`src/rtl/reg_pipeline_if.sv`:
```
// Handshake bundle for reg_pipeline: upstream valid/ready/data, downstream valid/ready/data, occupancy.
// The master side drives items in and takes them out; the slave side is the pipeline itself.
interface reg_pipeline_if #(
  parameter int WIDTH = 8,
  parameter int DEPTH = 4
) ();
  logic                         in_valid;
  logic [WIDTH-1:0]             in_data;
  logic                         in_ready;
  logic                         out_valid;
  logic [WIDTH-1:0]             out_data;
  logic                         out_ready;
  logic [$clog2(DEPTH+1)-1:0]   occupancy;

  modport master (
    output in_valid, in_data, out_ready,
    input  in_ready, out_valid, out_data, occupancy
  );

  modport slave (
    input  in_valid, in_data, out_ready,
    output in_ready, out_valid, out_data, occupancy
  );
endinterface

```
`src/rtl/reg_pipeline.sv`:
```
// DEPTH-stage valid/ready register pipeline with bubble collapse; DEPTH cycles from accept to output.
// Stalls propagate backwards only through full stages, combinationally from out_ready.
module reg_pipeline #(
  parameter int             WIDTH      = 8,
  parameter int             DEPTH      = 4,
  parameter logic [WIDTH-1:0] RESET_DATA = '0
) (
  input  logic              clk,
  input  logic              rst,
  input  logic              flush,
  reg_pipeline_if.slave     bus
);
  localparam int OCC_W = $clog2(DEPTH + 1);

  logic [DEPTH-1:0] vld_q, vld_d;
  logic [WIDTH-1:0] dat_q [DEPTH];
  logic [WIDTH-1:0] dat_d [DEPTH];
  logic [OCC_W-1:0] occ_q, occ_d;
  logic [DEPTH-1:0] rdy;

  // A stage is ready if it or any stage downstream of it is empty, or the sink accepts.
  always_comb begin : ready_chain
    logic r;
    r = !vld_q[DEPTH-1] || bus.out_ready;
    rdy = '0;
    rdy[DEPTH-1] = r;
    for (int i = DEPTH - 2; i >= 0; i--) begin
      r = !vld_q[i] || r;
      rdy[i] = r;
    end
  end

  always_comb begin
    vld_d = vld_q;
    dat_d = dat_q;
    if (flush) begin
      vld_d = '0;
    end else begin
      if (rdy[0]) begin
        vld_d[0] = bus.in_valid;
        if (bus.in_valid) dat_d[0] = bus.in_data;
      end
      for (int i = 1; i < DEPTH; i++) begin
        if (rdy[i]) begin
          vld_d[i] = vld_q[i-1];
          if (vld_q[i-1]) dat_d[i] = dat_q[i-1];
        end
      end
    end
    occ_d = '0;
    for (int i = 0; i < DEPTH; i++) begin
      occ_d = occ_d + OCC_W'(vld_d[i]);
    end
  end

  always_ff @(posedge clk) begin
    if (rst) begin
      vld_q <= '0;
      occ_q <= '0;
      for (int i = 0; i < DEPTH; i++) begin
        dat_q[i] <= RESET_DATA;
      end
    end else begin
      vld_q <= vld_d;
      occ_q <= occ_d;
      for (int i = 0; i < DEPTH; i++) begin
        dat_q[i] <= dat_d[i];
      end
    end
  end

  assign bus.in_ready  = rdy[0] && !flush && !rst;
  assign bus.out_valid = vld_q[DEPTH-1] && !flush && !rst;
  assign bus.out_data  = dat_q[DEPTH-1];
  assign bus.occupancy = occ_q;
endmodule

```
`src/flat_wrapper.sv`:
```
// flat-port wrapper written by rule: the top's interface ports become plain ports
module reg_pipeline_flat 
#(
  parameter int             WIDTH      = 8,
  parameter int             DEPTH      = 4,
  parameter logic [WIDTH-1:0] RESET_DATA = '0
)
  (clk, rst, flush, bus_in_valid, bus_in_data, bus_out_ready, bus_in_ready, bus_out_valid, bus_out_data, bus_occupancy);
  reg_pipeline_if #(.WIDTH(WIDTH), .DEPTH(DEPTH)) bus_i ();
  input  logic clk;
  input  logic rst;
  input  logic flush;
  input wire logic [$bits(bus_i.in_valid)-1:0] bus_in_valid;
  input wire logic [$bits(bus_i.in_data)-1:0] bus_in_data;
  input wire logic [$bits(bus_i.out_ready)-1:0] bus_out_ready;
  output wire logic [$bits(bus_i.in_ready)-1:0] bus_in_ready;
  output wire logic [$bits(bus_i.out_valid)-1:0] bus_out_valid;
  output wire logic [$bits(bus_i.out_data)-1:0] bus_out_data;
  output wire logic [$bits(bus_i.occupancy)-1:0] bus_occupancy;
  assign bus_i.in_valid = bus_in_valid;
  assign bus_i.in_data = bus_in_data;
  assign bus_i.out_ready = bus_out_ready;
  assign bus_in_ready = bus_i.in_ready;
  assign bus_out_valid = bus_i.out_valid;
  assign bus_out_data = bus_i.out_data;
  assign bus_occupancy = bus_i.occupancy;
  reg_pipeline #(.WIDTH(WIDTH), .DEPTH(DEPTH), .RESET_DATA(RESET_DATA)) u_core (.clk(clk), .rst(rst), .flush(flush), .bus(bus_i));
endmodule
```
`config.mk`:
```
export PLATFORM = sky130hd
export DESIGN_NAME = reg_pipeline_flat
export DESIGN_NICKNAME = d
export VERILOG_FILES = /design/src/rtl/reg_pipeline_if.sv /design/src/rtl/reg_pipeline.sv /design/src/flat_wrapper.sv
export SDC_FILE = /design/constraint.sdc
export NUM_CORES = 1
export LEC_CHECK = 0
export BUFFER_PORTS_ARGS = -buffer_cell sky130_fd_sc_hd__buf_2
export CORE_MARGIN = 2
export CORE_UTILIZATION = 49
export CTS_CLUSTER_SIZE = 20
export DETAILED_ROUTE_END_ITERATION = 16
export PLACE_DENSITY = 0.73
export SLEW_MARGIN = 10
export SYNTH_ARGS = -nofsm -noshare
export SYNTH_HDL_FRONTEND = slang
export SYNTH_SLANG_ARGS = --single-unit
```
`constraint.sdc`:
```
create_clock -name clk -period 3.6 [get_ports clk]
set_input_delay 0.54 -clock clk [delete_from_list [all_inputs] [get_ports clk]]
set_output_delay 0.54 -clock clk [all_outputs]
set_load 0.03 [all_outputs]
```
==> metrics.md <==
| Metric | Value |
|---|---|
| Synth async-reset ratio | `0%` |
| Layout cells sized above 1 | `22.5%` |
| Reg clk slew, reported paths | `about 0.07 ns` |
| Post-synthesis sequential area ratio | `a little over two fifths` |
| Clock Path Buffers | `2` |
| Peak supply drop | `199 uV` |
| Port buffer count | `25` |
| Wirelength per Cell | `13.5 um` |
| Critical path buffer and inverter count | `0` |
| Core area | `roughly 3700 um2` |
| Utilization after layout | `55.2%` |
| Flops & latches, synth | `39` |
| Die width | `between 60 and 70 um` |
| Slowest CP cell | `dfxtp_1` |
| Initial drt markers | `84` |
| Largest net degree at the start of global routing | `49` |
| Syn nets | `206` |
| CTS Buf Count | `5` |
| Max-slew headroom | `approximately two fifths` |
| Worst slew pin tran | `around 0.9 ns` |
| CP dominant cell by count | `ha_1` |
| Gr ovfl total | `0` |
| Routed Antenna Nets | `0` |
| Setup TNS | `0 ns` |
| CTS Sinks | `39` |
| Detailed Place HPWL | `2410 um` |
| Critical path class | `reg -> reg` |
| Antenna violations before repair | `0` |
| Post-synth cell types | `26` |
| H-Tree Depth | `2` |
| Startpoint Class | `flop` |
| Worst hold-check path type | `reg -> reg` |
| Fin crit period | `between 2 and 2.5 ns` |
| IO Pins | `26` |
| Clk_skew | `~0.0029 ns` |
| Gpl congestion | `between 0.7 and 0.8` |
| Crit path arrival time | `approximately 2.5 ns` |
| Max incr delay on CP | `roughly 0.46 ns` |
| Power Density | `just over 400 nW/um2` |
| Setup Viol. Count Final | `0` |
| # resized after CTS | `0` |
| Routed wire length | `3350 um` |
| Die height | `around 66 um` |
| CTS tree | `built` |
| Via Count | `~1.3k` |
| Ys flop type | `dfxtp_1` |
| Antenna fix cells | `0` |
| Worst skew pair latency | `0.29 ns` |
| Residual DRC | `0` |
| Post-route cell area | `2020 um2` |
| Leak Pwr | `0.000783 uW` |
| Max-cap violations | `0` |
| Highest Clock Rate | `about 0.43 GHz` |
| Req. time, crit path | `between 3 and 4 ns` |
| Hold Vio Cnt, Final | `0` |
| Effective utilization at floorplan | `approximately half` |
| CP Capture Type | `flop` |
| Nets | `~220` |
| Status | `finished clean` |
| Synth top area share | `a little over two fifths` |
| Crit Path Max Fanout | `20` |
| Crit-path cells | `and4b_4, a21oi_1, nor2_1, ha_1, fa_1, ha_1, nor2b_1` |
| Post-synth EDFFs | `0` |
| Placed cell area | `1920 um2` |
| Drt pass-1 iters | `4` |
| CP top delay family | `adder cells` |
| Vias in the first global route | `~1.3k` |
| Top cells by area, synth | `dfxtp_1, nand2b_1, mux2i_1` |
| Final Max Tran Viols | `0` |
| Mapped Avg Cell Area | `9.80 um2` |
| Area delta synth->final | `8.47%` |
| DIE AREA | `between 4000 and 5000 um2` |
| Post-Synthesis Cells | `190` |
| Post-DR vias/cell | `between 5 and 6` |
| First-pass GRT wire length | `slightly below 6000 um` |
| Std cell rows | `22` |
| Ys Warns | `0` |
| CTS Root Cell | `clkbuf_8` |
| Cts-stage hold buffer count | `0` |
| Synth area leader | `dfxtp_1` |
| RSZ-0062 raised after global routing | `no` |
| Post-CTS Setup Bufs | `0` |
| Total track usage | `17.7%` |
| Cell area after synthesis | `about 1900 um2` |
| Final period util | `between 60 and 70%` |
-- synth_stat cells, drive strengths merged (4+ instances only) --
library cell and count:
nor2 6, o211ai 8, nand4b 8, o21ai 8, nor3 4, nand3 8, clkbuf 10, buf 15
dfxtp 39, mux2i 16, a21oi 11, nand2b 28, a2111o 8, nor2b 6, inv 8
-- cell usage in the layout, fill, tap and decap left out, types with 2 or more instances in the layout --
master / synthesis / final
a2111o_1: 8 / 8
nand3_1: 8 / 8
buf_2: 2 / 25
o21ai_0: 8 / 8
mux2i_1: 16 / 16
buf_4: 10 / 2
nor2_1: 6 / 6
nand2b_1: 28 / 28
clkbuf_8: 0 / 7
o211ai_2: 8 / 8
nor3_1: 3 / 3
dfxtp_1: 39 / 39
nor3b_1: 2 / 2
ha_1: 2 / 2
a21oi_1: 10 / 10
nor2b_1: 6 / 6
inv_1: 8 / 8
nand4b_1: 8 / 8
-- routing by layer --
metal	part of all wire, %	track usage, %	vias up
met3	4.7	6.34	6
met4	1.6	7.03	0
met1	46	20.9	627
met2	48	28.9	28
li1	-	-	675
met5	0	0	-
-- cell type report --
| class | count | area [um2] |
|---|---|---|
| clock buffer | 8 | 100 |
| timing repair buffer | 27 | 140 |
| fill | 348 | 1640 |
| inverter | 8 | 30.0 |
| tap | 48 | 60.1 |
| multi-input combinational | 118 | 908 |
| sequential | 39 | 781 |
-- cells by family (layout without fill, tap and decap cells) --
| family | count (synthesis) | count (layout) | share of synthesized area [%] |
|---|---|---|---|
| adder cells (fa/ha/maj) | 3 | 3 | 2.42 |
| buffers and inverters | 33 | 43 | 9.27 |
| multiplexers | 16 | 16 | 8.60 |
| AND/OR/NAND/NOR | 63 | 63 | 21.4 |
| flip-flops | 39 | 39 | 41.9 |
| AO/OA/AOI/OAI | 36 | 36 | 16.3 |
-- tightest hold or removal path, delay by kind of cell, from the launching register on --
kind             cells  cell delay (ns)
flip-flops           1             0.32
AND/OR/NAND/NOR      1             0.06
AO/OA/AOI/OAI        1             0.05
-- stage by stage --
stage / hold WS (ns) / setup WS (ns) / instances / power, uW
2_1_floorplan: 0.444 / 1.20 / 190 / 490
3_3_place_gp: 0.460 / 1.09 / 240 / 502
3_5_place_dp: 0.469 / 1.01 / 240 / 505
4_1_cts: 0.481 / 1.28 / 248 / 829
5_1_grt: 0.497 / 1.15 / 248 / 850
6_report: 0.476 / 1.28 / 248 / 818
-- state kept, by name (all words and copies together) (netlist names) --
name / cells
u_core.bus.occupancy: 3
u_core.dat_q: 24
u_core.vld_q: 4
u_core.bus.out_data: 8
-- power breakdown --
group	total [uW]	switching, uW	leakage [uW]	internal [uW]
clock	323	148	0.0000515	175
sequential	443	5.42	0.000315	438
combinational	51.6	28.8	0.000416	22.8
total	818	183	0.000783	635
-- final timing paths --
path,from,end,slack (ns),cells past startpoint
max,u_core.vld_q[2]$_SDFF_PP0_,u_core.bus.occupancy[1]$_SDFF_PP0_,1.28,7
min,u_core.dat_q[12]$_SDFFE_PP0P_,u_core.bus.out_data[4]$_SDFFE_PP0P_,0.48,2
max reg2reg,u_core.vld_q[2]$_SDFF_PP0_,u_core.bus.occupancy[1]$_SDFF_PP0_,1.28,7
min reg2reg,u_core.dat_q[12]$_SDFFE_PP0P_,u_core.bus.out_data[4]$_SDFFE_PP0P_,0.48,2
No activity file was read; power rests on OpenSTA's default activity.
